### src/rtl/obi_mailbox_responder.sv
// OBI responder that exposes a host-fed instruction FIFO, a host-side result
// register, a status register and a scratch register to the HEEP core.
// Only one transaction is outstanding at a time. Its response arrives
// 1 + pWAIT_CYCLES cycles after the grant.
module obi_mailbox_responder #(
    parameter int unsigned pINSTR_WIDTH = 32,
    parameter int unsigned pFIFO_DEPTH  = 4,
    parameter int unsigned pWAIT_CYCLES = 0
) (
    input  logic                    clk_i,
    input  logic                    rst_ni,
    // OBI subordinate port
    input  logic                    req_i,
    input  logic                    we_i,
    input  logic [3:0]              be_i,
    input  logic [31:0]             addr_i,
    input  logic [pINSTR_WIDTH-1:0] wdata_i,
    output logic                    gnt_o,
    output logic                    rvalid_o,
    output logic [pINSTR_WIDTH-1:0] rdata_o,
    // host side
    input  logic [pINSTR_WIDTH-1:0] host_instr_i,
    input  logic                    host_instr_valid_i,
    output logic                    host_instr_ready_o,
    output logic [pINSTR_WIDTH-1:0] host_result_o,
    output logic                    host_result_valid_o,
    input  logic                    host_result_ack_i,
    output logic                    underflow_o
);

    localparam int unsigned PTR_W = (pFIFO_DEPTH > 1) ? $clog2(pFIFO_DEPTH) : 1;
    localparam int unsigned CNT_W = PTR_W + 1;
    localparam logic [CNT_W-1:0] DEPTH_C = CNT_W'(pFIFO_DEPTH);
    localparam logic [2:0] WAIT_LAST = (pWAIT_CYCLES == 0) ? 3'd0 : 3'(pWAIT_CYCLES - 1);

    localparam logic [1:0] ST_IDLE = 2'd0;
    localparam logic [1:0] ST_WAIT = 2'd1;
    localparam logic [1:0] ST_RESP = 2'd2;

    localparam logic [1:0] A_STATUS  = 2'd0;
    localparam logic [1:0] A_INSTR   = 2'd1;
    localparam logic [1:0] A_RESULT  = 2'd2;
    localparam logic [1:0] A_SCRATCH = 2'd3;

    logic [1:0]              state_q, state_d;
    logic [2:0]              wcnt_q, wcnt_d;
    logic [PTR_W-1:0]        wptr_q, wptr_d;
    logic [PTR_W-1:0]        rptr_q, rptr_d;
    logic [CNT_W-1:0]        count_q, count_d;
    logic [pINSTR_WIDTH-1:0] mem_q [pFIFO_DEPTH];
    logic [pINSTR_WIDTH-1:0] result_q, result_d;
    logic                    result_valid_q, result_valid_d;
    logic                    underflow_q, underflow_d;
    logic [pINSTR_WIDTH-1:0] scratch_q, scratch_d;
    logic [pINSTR_WIDTH-1:0] rdata_q, rdata_d;

    logic [1:0]              addr_sel;
    logic                    gnt;
    logic                    wr_gnt;
    logic                    rd_instr;
    logic                    fifo_empty;
    logic                    push;
    logic                    pop;
    logic                    uflow_set;
    logic                    uflow_clr;
    logic [pINSTR_WIDTH-1:0] status_word;
    logic [pINSTR_WIDTH-1:0] read_word;
    logic                    unused_addr_bits;

    assign addr_sel         = addr_i[3:2];
    assign unused_addr_bits = ^{addr_i[31:4], addr_i[1:0]};

    // merge new bytes into an old word under byte enables
    function automatic logic [pINSTR_WIDTH-1:0] be_merge(
        input logic [pINSTR_WIDTH-1:0] old_w,
        input logic [pINSTR_WIDTH-1:0] new_w,
        input logic [3:0]              be
    );
        logic [pINSTR_WIDTH-1:0] r;
        r = old_w;
        for (int unsigned i = 0; i < 4; i++) begin
            if (be[i]) begin
                r[8*i +: 8] = new_w[8*i +: 8];
            end
        end
        return r;
    endfunction

    // A RESULT write is held off while the host still owns the previous
    // result. Grant and ready are both forced low while in reset.
    assign gnt = rst_ni && (state_q == ST_IDLE) && req_i &&
                 !(we_i && (addr_sel == A_RESULT) && result_valid_q);
    assign wr_gnt     = gnt && we_i;
    assign rd_instr   = gnt && !we_i && (addr_sel == A_INSTR);
    assign fifo_empty = (count_q == '0);
    assign pop        = rd_instr && !fifo_empty;
    assign uflow_set  = rd_instr && fifo_empty;
    assign uflow_clr  = wr_gnt && (addr_sel == A_STATUS) && be_i[0] && wdata_i[2];

    assign host_instr_ready_o = rst_ni && (count_q < DEPTH_C);
    assign push               = host_instr_valid_i && host_instr_ready_o;

    assign gnt_o               = gnt;
    assign rvalid_o            = (state_q == ST_RESP);
    assign rdata_o             = rdata_q;
    assign host_result_o       = result_q;
    assign host_result_valid_o = result_valid_q;
    assign underflow_o         = underflow_q;

    // read data mux; INSTR on an empty FIFO reads as zero
    always_comb begin
        status_word              = '0;
        status_word[0]           = !fifo_empty;
        status_word[1]           = result_valid_q;
        status_word[2]           = underflow_q;
        status_word[4 +: CNT_W]  = count_q;
        read_word = '0;
        case (addr_sel)
            A_STATUS:  read_word = status_word;
            A_INSTR:   read_word = fifo_empty ? '0 : mem_q[rptr_q];
            A_RESULT:  read_word = result_q;
            A_SCRATCH: read_word = scratch_q;
            default:   read_word = '0;
        endcase
    end

    // FIFO pointer and occupancy update
    always_comb begin
        wptr_d  = wptr_q;
        rptr_d  = rptr_q;
        count_d = count_q;
        if (push) begin
            wptr_d = wptr_q + PTR_W'(1);
        end
        if (pop) begin
            rptr_d = rptr_q + PTR_W'(1);
        end
        case ({push, pop})
            2'b10:   count_d = count_q + CNT_W'(1);
            2'b01:   count_d = count_q - CNT_W'(1);
            default: count_d = count_q;
        endcase
    end

    // register side effects committed on the grant edge
    always_comb begin
        result_d       = result_q;
        result_valid_d = result_valid_q;
        scratch_d      = scratch_q;
        underflow_d    = underflow_q;
        rdata_d        = rdata_q;
        if (wr_gnt && (addr_sel == A_RESULT)) begin
            result_d       = be_merge(result_q, wdata_i, be_i);
            result_valid_d = 1'b1;
        end else if (host_result_ack_i) begin
            result_valid_d = 1'b0;
        end
        if (wr_gnt && (addr_sel == A_SCRATCH)) begin
            scratch_d = be_merge(scratch_q, wdata_i, be_i);
        end
        // set wins over clear
        if (uflow_set) begin
            underflow_d = 1'b1;
        end else if (uflow_clr) begin
            underflow_d = 1'b0;
        end
        if (gnt) begin
            rdata_d = we_i ? '0 : read_word;
        end
    end

    // transaction sequencing: IDLE -> (WAIT) -> RESP -> IDLE
    always_comb begin
        state_d = state_q;
        wcnt_d  = wcnt_q;
        case (state_q)
            ST_IDLE: begin
                if (gnt) begin
                    wcnt_d  = '0;
                    state_d = (pWAIT_CYCLES > 0) ? ST_WAIT : ST_RESP;
                end
            end
            ST_WAIT: begin
                if (wcnt_q == WAIT_LAST) begin
                    state_d = ST_RESP;
                end else begin
                    wcnt_d = wcnt_q + 3'd1;
                end
            end
            ST_RESP: state_d = ST_IDLE;
            default: state_d = ST_IDLE;
        endcase
    end

    // control and register state
    always_ff @(posedge clk_i or negedge rst_ni) begin
        if (!rst_ni) begin
            state_q        <= ST_IDLE;
            wcnt_q         <= '0;
            wptr_q         <= '0;
            rptr_q         <= '0;
            count_q        <= '0;
            result_q       <= '0;
            result_valid_q <= 1'b0;
            underflow_q    <= 1'b0;
            scratch_q      <= '0;
            rdata_q        <= '0;
        end else begin
            state_q        <= state_d;
            wcnt_q         <= wcnt_d;
            wptr_q         <= wptr_d;
            rptr_q         <= rptr_d;
            count_q        <= count_d;
            result_q       <= result_d;
            result_valid_q <= result_valid_d;
            underflow_q    <= underflow_d;
            scratch_q      <= scratch_d;
            rdata_q        <= rdata_d;
        end
    end

    // FIFO storage; contents are only meaningful below the count
    always_ff @(posedge clk_i) begin
        if (push) begin
            mem_q[wptr_q] <= host_instr_i;
        end
    end

endmodule

### config.mk
export PLATFORM = sky130hd
export DESIGN_NAME = obi_mailbox_responder
export DESIGN_NICKNAME = d
export VERILOG_FILES = /design/src/rtl/obi_mailbox_responder.sv
export SDC_FILE = /design/constraint.sdc
export NUM_CORES = 1
export LEC_CHECK = 0
export BUFFER_PORTS_ARGS = -buffer_cell sky130_fd_sc_hd__buf_4
export CAP_MARGIN = 20
export CORE_MARGIN = 5
export CORE_UTILIZATION = 45
export DETAILED_ROUTE_END_ITERATION = 10
export GPL_ROUTABILITY_DRIVEN = 0
export GPL_TIMING_DRIVEN = 0
export HOLD_SLACK_MARGIN = 0.15
export PLACE_DENSITY_LB_ADDON = 0.1
export SLEW_MARGIN = 20
export SYNTH_ARGS = -nofsm -noshare
export SYNTH_HDL_FRONTEND = slang
export SYNTH_SLANG_ARGS = --single-unit
export TNS_END_PERCENT = 20
### constraint.sdc
create_clock -name clk_i -period 4.4 [get_ports clk_i]
set_clock_uncertainty 0.05 [all_clocks]
set_input_delay 1.1 -clock clk_i [delete_from_list [all_inputs] [get_ports clk_i]]
set_output_delay 1.1 -clock clk_i [all_outputs]
set_load 0.02 [all_outputs]
==> flow_summary_export.csv, run 1 <==
group,metric,value,unit
run_status,outcome,"completed",
timing,relSlewSlack,40.3,%
yosys,synth_cells,594,
yosys,syn_area,9650,sq um
timing,tightest_slew,0.896,ns
yosys,synth_edf_count,128,
global_route,antenna_found_initial,0,
clocking,clock_latency,0.51,ns
timing,setup_violations,0,
cells_and_area,antenna_cells,0,
cells_and_area,stdcell_area,12000,sq um
power_and_ir_drop,vdd_ir_drop_max,331,uV
clocking,root_buffer,"clkbuf_16",
die,die_area,24500,sq um
yosys,yosys.area.top_type,"edfxtp_1",
yosys,synthArstFlopShare,45.3,%
power_and_ir_drop,p_per_area,528,nW/um^2
power_and_ir_drop,power.total,0.00631,W
clocking,cts-buffers-inserted,25,
hold_path,hp-class,"reg2reg",
yosys,ys_seq_area_share,67.3,%
yosys,syn_nets,706,
timing,hold_viol_final,0,
yosys,yosysUniqueCellTypes,39,
die,die_h,156,um
yosys,synth_top_cell_area_share,39.8,%
clocking,cts_hold_buf,0,
critical_path,critPathMaxFanout,112,
route,first_pass_iters,5,
global_route,overflow,0,
clocking,post_cts_resized,0,
clocking,cts_tree,"yes",
yosys,ys_top_cells_by_area,"edfxtp_1 40%, dfrtp_1 27%, mux2_2 8.1%",
critical_path,critPathRequiredTime,3.25,ns
timing,fin_crit_sh,91.9,%
critical_path,crit_type,"in2out",
global_route,first_global_vias,6110,
route,via_per_inst,5.62,
placement,post_dp_cell_area,11200,sq um
placement,dp_hpwl,16500,um
clocking,clockBufferDepth,3,
critical_path,arrival,2.90,ns
route,ant_nets,0,
route,drtIter0Drc,406,
yosys,ys_ff_latch,234,
timing,final.setup.tns,0,ns
clocking,path_clk_slew,0.06,ns
cells_and_area,nets,880,
timing,worst_slack,0.354,ns
die,coreArea,21100,sq um
timing,slew_violations,0,
route,route.detailed.drc,0,
critical_path,cp-end-kind,"primary output",
yosys,synth_warnings,0,
timing,hold_slack,0.459,ns
global_route,grtUsageTotal,19.1,%
clocking,post-cts-setup-buffer-count,0,
placement,pre_cts_slack,0.195,ns
global_route,grt_max_degree,113,
placement,io_buffer_count,143,
clocking,cts.sinks,234,
cells_and_area,drive_above_1_share,40.5,%
route,wirelength,23300,um
yosys,synth-main-ff-cell,"edfxtp_1",
job,drv_cap,0,
die,io_pins,175,
critical_path,crit_path_start_kind,"input pin",
die,die_w,156,um
yosys,postSynthAreaPerCell,16.2,sq um
route,via_count,5965,
timing,period_needed,4.05,ns
clocking,htree_levels,1,
power_and_ir_drop,p_leak,4.94,nW
cells_and_area,area_growth,24.0,%
die,start_util,45.7,%
global_route,grt_pass1_wl,36100,um
timing,rsz0062_at_grt,"no",
route,wl_per_cell,21.9,um
timing,fmax,0.247,GHz
die,rows,53,
-- cells in the mapped netlist, types with 3 or more instances --
| master | instances |
|---|---|
| nand4_2 | 4 |
| edfxtp_1 | 128 |
| o2111ai_1 | 27 |
| nor4_4 | 4 |
| mux4_2 | 32 |
| buf_4 | 8 |
| mux2_2 | 69 |
| buf_2 | 7 |
| nor2_1 | 3 |
| o21ai_0 | 32 |
| nand4_1 | 12 |
| xnor2_1 | 4 |
| inv_1 | 38 |
| nor2b_1 | 4 |
| clkbuf_1 | 17 |
| dfrtp_1 | 106 |
| and3_1 | 4 |
| nand3_1 | 64 |
| ha_1 | 5 |
-- critical path, cell delays in order --
cell and delay [ns]:
clkbuf_8 0.67, nand3b_1 0.42, clkbuf_1 0.34, nor2_1 0.16, buf_4 0.16
-- layer usage --
| metal | GRT usage (%) | share of wire (%) |
|---|---|---|
| met5 | 0 | 0 |
| met4 | 4.38 | 1.7 |
| met3 | 3.24 | 6.6 |
| met2 | 30.0 | 47 |
| met1 | 28.2 | 45 |
-- state kept, by name (all words and copies together), names as in the netlist --
register / flops
count_q: 3
host_result_o: 32
host_result_valid_o: 1
mem_q: 128
rdata_o: 32
rptr_q: 2
scratch_q: 32
state_q: 1
underflow_o: 1
wptr_q: 2
-- area by class of cell --
cell class | count | area (sq um)
tap | 275 | 344
fill | 1757 | 9130
clock inverter | 11 | 109
sequential | 234 | 6500
inverter | 38 | 143
clock buffer | 35 | 693
timing repair buffer | 147 | 1160
multi-input combinational | 286 | 2820
buffer | 36 | 190
-- worst paths after layout --
path,startpoint,end,slack [ns],cells after the start
max,rst_ni,gnt_o,0.35,5
min,scratch_q[29],scratch_q[29],0.46,1
max reg2reg,count_q[2],count_q[2],1.73,11
min reg2reg,scratch_q[29],scratch_q[29],0.46,1
max in group asynchronous,rst_ni,rptr_q[1],3.03,1
min in group asynchronous,rst_ni,host_result_o[27],0.68,1
-- logic make-up (layout without fill, tap and decap cells) --
group / Yosys count / after routing / synth area share, %
DFF: 234 / 234 / 67.3
and+or+nand+nor: 109 / 109 / 7.67
muxes: 104 / 104 / 15.9
buffers and inverters: 74 / 267 / 3.45
AOI/OAI and AO/OA: 61 / 61 / 4.28
adders and majority gates: 6 / 6 / 0.856
xor gates and xnor gates: 6 / 6 / 0.545
-- through the flow --
| step | util [%] | cells |
|---|---|---|
| floorplan | - | 594 |
| global placement | 52.5 | 1012 |
| detailed placement | 52.9 | 1016 |
| CTS | 56.7 | 1062 |
| global route | 56.7 | 1062 |
| finish | 56.7 | 1062 |
-- where the power goes --
group,internal (W),leakage (nW),switching [W]
combinational,0.000691,2.00,0.000803
sequential,0.00261,2.55,0.000174
clock,0.00122,0.394,0.000809
total,0.00452,4.94,0.00179
-- cell usage in the layout, fill, tap and decap left out, types with 2 or more instances in the layout --
cell type  count
mux2_1         2
dfrtp_1      106
buf_12         4
buf_4        150
bufinv_16      2
inv_1         38
edfxtp_1     128
nor4_4         4
nor2_1         3
nand4_2        4
clkbuf_1      24
clkbuf_8       4
clkbuf_16     25
nand3b_4       2
clkinv_1       2
xor2_1         2
and3_2         4
clkinv_2       5
buf_6          2
o2111ai_1     27
ha_1           5
xnor2_1        4
nand4_1       12
mux2_2        69
nand3_1       64
o21ai_0       32
nor2b_1        4
buf_2          7
mux4_2        32
and3b_1        2
and2_1         2
No activity file was read; power rests on OpenSTA's default activity.
==> run 2, diff against run 1 <==
--- a/config.mk
+++ b/config.mk
@@ -5,6 +5,7 @@
 export SDC_FILE = /design/constraint.sdc
 export NUM_CORES = 1
 export LEC_CHECK = 0
+export ABC_AREA = 1
 export BUFFER_PORTS_ARGS = -buffer_cell sky130_fd_sc_hd__buf_4
 export CAP_MARGIN = 20
 export CORE_MARGIN = 5
==> run 2 against run 1 <==
Synthesized cell count rose by 76%; worst setup slack improved by 0.30 ns; cell area rose by 3.4%; register-to-register slack improved by 0.11 ns; flip-flop and latch count did not move; critical path depth rose by 2; core utilization fell by 0.20 points; global-route usage rose by 0.85 points.
==> flow_summary_export.csv, run 2 <==
group,metric,value,unit
clocking,post-cts-setup-buffer-count,0,
placement,io_buffer_count,140,
global_route,grt_use_met2,33.1,%
critical_path,cp-end-kind,"primary output",
cells_and_area,area_growth,23.0,%
timing,fmax,0.267,GHz
yosys,syn_nets,1159,
critical_path,crit_type,"in2out",
clocking,htree_levels,1,
cells_and_area,fin_util,56.5,%
yosys,yosysUniqueCellTypes,27,
timing,rsz0062_at_grt,"no",
critical_path,critPathRequiredTime,3.25,ns
power_and_ir_drop,p_per_area,532,nW/um^2
timing,fin_crit_sh,85.1,%
yosys,ys_seq_area_share,64.6,%
yosys,synth-main-ff-cell,"edfxtp_1",
timing,relSlewSlack,57.8,%
cells_and_area,layout_common_cells,"387 x nand2_1, 144 x buf_4, 128 x edfxtp_1, 111 x inv_1, 106 x dfrtp_1",
critical_path,worstPathCellList,"buf_6 > buf_16 > nand2_1 > nor2_2 > nand2_4 > inv_1 > buf_4",
yosys,ys_ff_latch,234,
global_route,antenna_found_initial,0,
route,wirelength,25600,um
cells_and_area,layout_commonest_cell,"nand2_1",
placement,dp_hpwl,18400,um
critical_path,critPathMaxStageDelay,0.36,ns
critical_path,cpMaxStageDelayCell,"buf_16",
die,start_util,46.0,%
cells_and_area,nets,1331,
power_and_ir_drop,p_leak,5.73,nW
cells_and_area,layoutNonFillerInstCount,1518,
route,drtIter0Drc,445,
cells_and_area,regArea,6500,sq um
cells_and_area,antenna_cells,0,
placement,placed_cells,1472,
clocking,clockBufferDepth,3,
yosys,syn_area,10100,sq um
run_status,outcome,"completed",
die,rows,54,
global_route,grt_max_degree,76,
power_and_ir_drop,p_int,0.00438,W
yosys,synthArstFlopShare,45.3,%
power_and_ir_drop,vdd_ir_drop_max,328,uV
power_and_ir_drop,p_comb_share,28.3,%
yosys,ys_top_cells_by_area,"edfxtp_1 38%, dfrtp_1 26%, nand2_1 14%",
yosys,postSynthAreaPerCell,9.61,sq um
clocking,cts-buffers-inserted,25,
hold_path,hp-class,"in2async",
global_route,first_global_vias,7612,
timing,hold_viol_final,0,
yosys,synth_commonest_cells,"387 x nand2_1, 128 x edfxtp_1, 111 x inv_1, 106 x dfrtp_1, 87 x o21ai_0",
global_route,gr-usage-met1,27.6,%
cells_and_area,multi_input_area,2930,sq um
die,die_w,160,um
yosys,synth_edf_count,128,
critical_path,rr_worst_depth,10,
critical_path,crit_path_start_kind,"input pin",
placement,post_dp_cell_area,11600,sq um
clocking,root_buffer,"clkbuf_16",
timing,period_needed,3.74,ns
clocking,clock_latency,0.52,ns
critical_path,arrival,2.59,ns
power_and_ir_drop,seqPwrFrac,42.4,%
yosys,synth_top_cell_area_share,38.2,%
timing,tightest_slew,0.633,ns
power_and_ir_drop,power_frac_clock,29.4,%
die,die_h,160,um
yosys,yosys.area.top_type,"edfxtp_1",
clocking,cts_hold_buf,0,
timing,hold_slack,0.418,ns
die,io_pins,175,
clocking,post_cts_resized,0,
timing,slew_violations,0,
timing,setup_violations,0,
cells_and_area,largest_register_ffs,128,
yosys,yosysMostFrequentCell,"nand2_1",
global_route,grtUsageTotal,19.9,%
job,drv_cap,0,
power_and_ir_drop,power.switching,0.00220,W
route,route.detailed.drc,0,
route,ant_nets,0,
global_route,overflow,0,
yosys,synth_warnings,0,
clocking,path_clk_slew,0.05,ns
clocking,cts_tree,"yes",
cells_and_area,stdcell_area,12400,sq um
cells_and_area,drive_above_1_share,17.7,%
global_route,grtUsageMet3,3.62,%
cells_and_area,n_fill_cell,1969,
global_route,busiest_layer,"met2",
clocking,cts.sinks,234,
global_route,grt_pass1_wl,41000,um
power_and_ir_drop,sw_frac_of_total,33.4,%
die,die_area,25400,sq um
route,first_pass_iters,4,
critical_path,critPathMaxFanout,75,
yosys,synth_cells,1047,
route,wl_per_cell,16.9,um
die,coreArea,21900,sq um
route,via_count,7509,
cells_and_area,top_register,"mem_q",
route,via_per_inst,4.95,
run 2: path summary, 6_finish.rpt:
check / startpoint / end / slack [ns]
worst max-delay path: rst_ni / gnt_o / 0.66
worst min-delay path: rst_ni / rdata_o[14] / 0.42
worst max register to register: count_q[2] / count_q[2] / 1.84
worst min register to register: scratch_q[4] / scratch_q[4] / 0.42
max in group asynchronous: rst_ni / host_result_valid_o / 3.18
min in group clk_i: scratch_q[4] / scratch_q[4] / 0.42
run 2: worst max-delay path, delay by kind of cell:
family / cells / cell delay [ns]
buffers and inverters: 4 / 0.94
and+or+nand+nor: 3 / 0.49
run 2: area by class of cell:
type	instances	area share (%)
Inverter	115	3.49
Buffer	47	1.86
Clock buffer	40	5.84
Tap cell	280	2.83
Clock inverter	6	0.243
Timing Repair Buffer	145	9.52
Multi-Input combinational cell	651	23.7
Sequential cell	234	52.5
run 2: logic make-up after synthesis:
family | after synthesis | share of synthesized area, %
AOI/OAI and AO/OA | 125 | 6.92
xor gates and xnor gates | 4 | 0.348
adders and majority gates | 6 | 0.821
buffers and inverters | 162 | 6.58
DFF | 234 | 64.6
and+or+nand+nor | 516 | 20.8
run 2: power groups by stage:
stage / clock network, W / registers, W / logic (W)
final: 0.00193 / 0.00279 / 0.00186
after global routing: 0.00206 / 0.00282 / 0.00209
after CTS: 0.00197 / 0.00279 / 0.00191
after detailed placement: 0 / 0.00283 / 0.00190
after global placement: 0 / 0.00283 / 0.00183
after floorplan: 0 / 0.00295 / 0.000959
run 2: per-stage QoR:
stage	TNS [ns]	total power [W]	setup WS [ns]
2_1_floorplan	0	0.00391	0.823
3_3_place_gp	-172.61	0.00466	-1.41
3_5_place_dp	0	0.00473	0.318
4_1_cts	0	0.00667	0.613
5_1_grt	0	0.00698	0.464
6_report	0	0.00658	0.657
run 2: routing by layer:
metal | wire, um | vias up
li1 | - | 3723
met1 | 11400 | 3566
met2 | 12400 | 192
met3 | 1430 | 28
met4 | 395 | 0
met5 | 0 | -
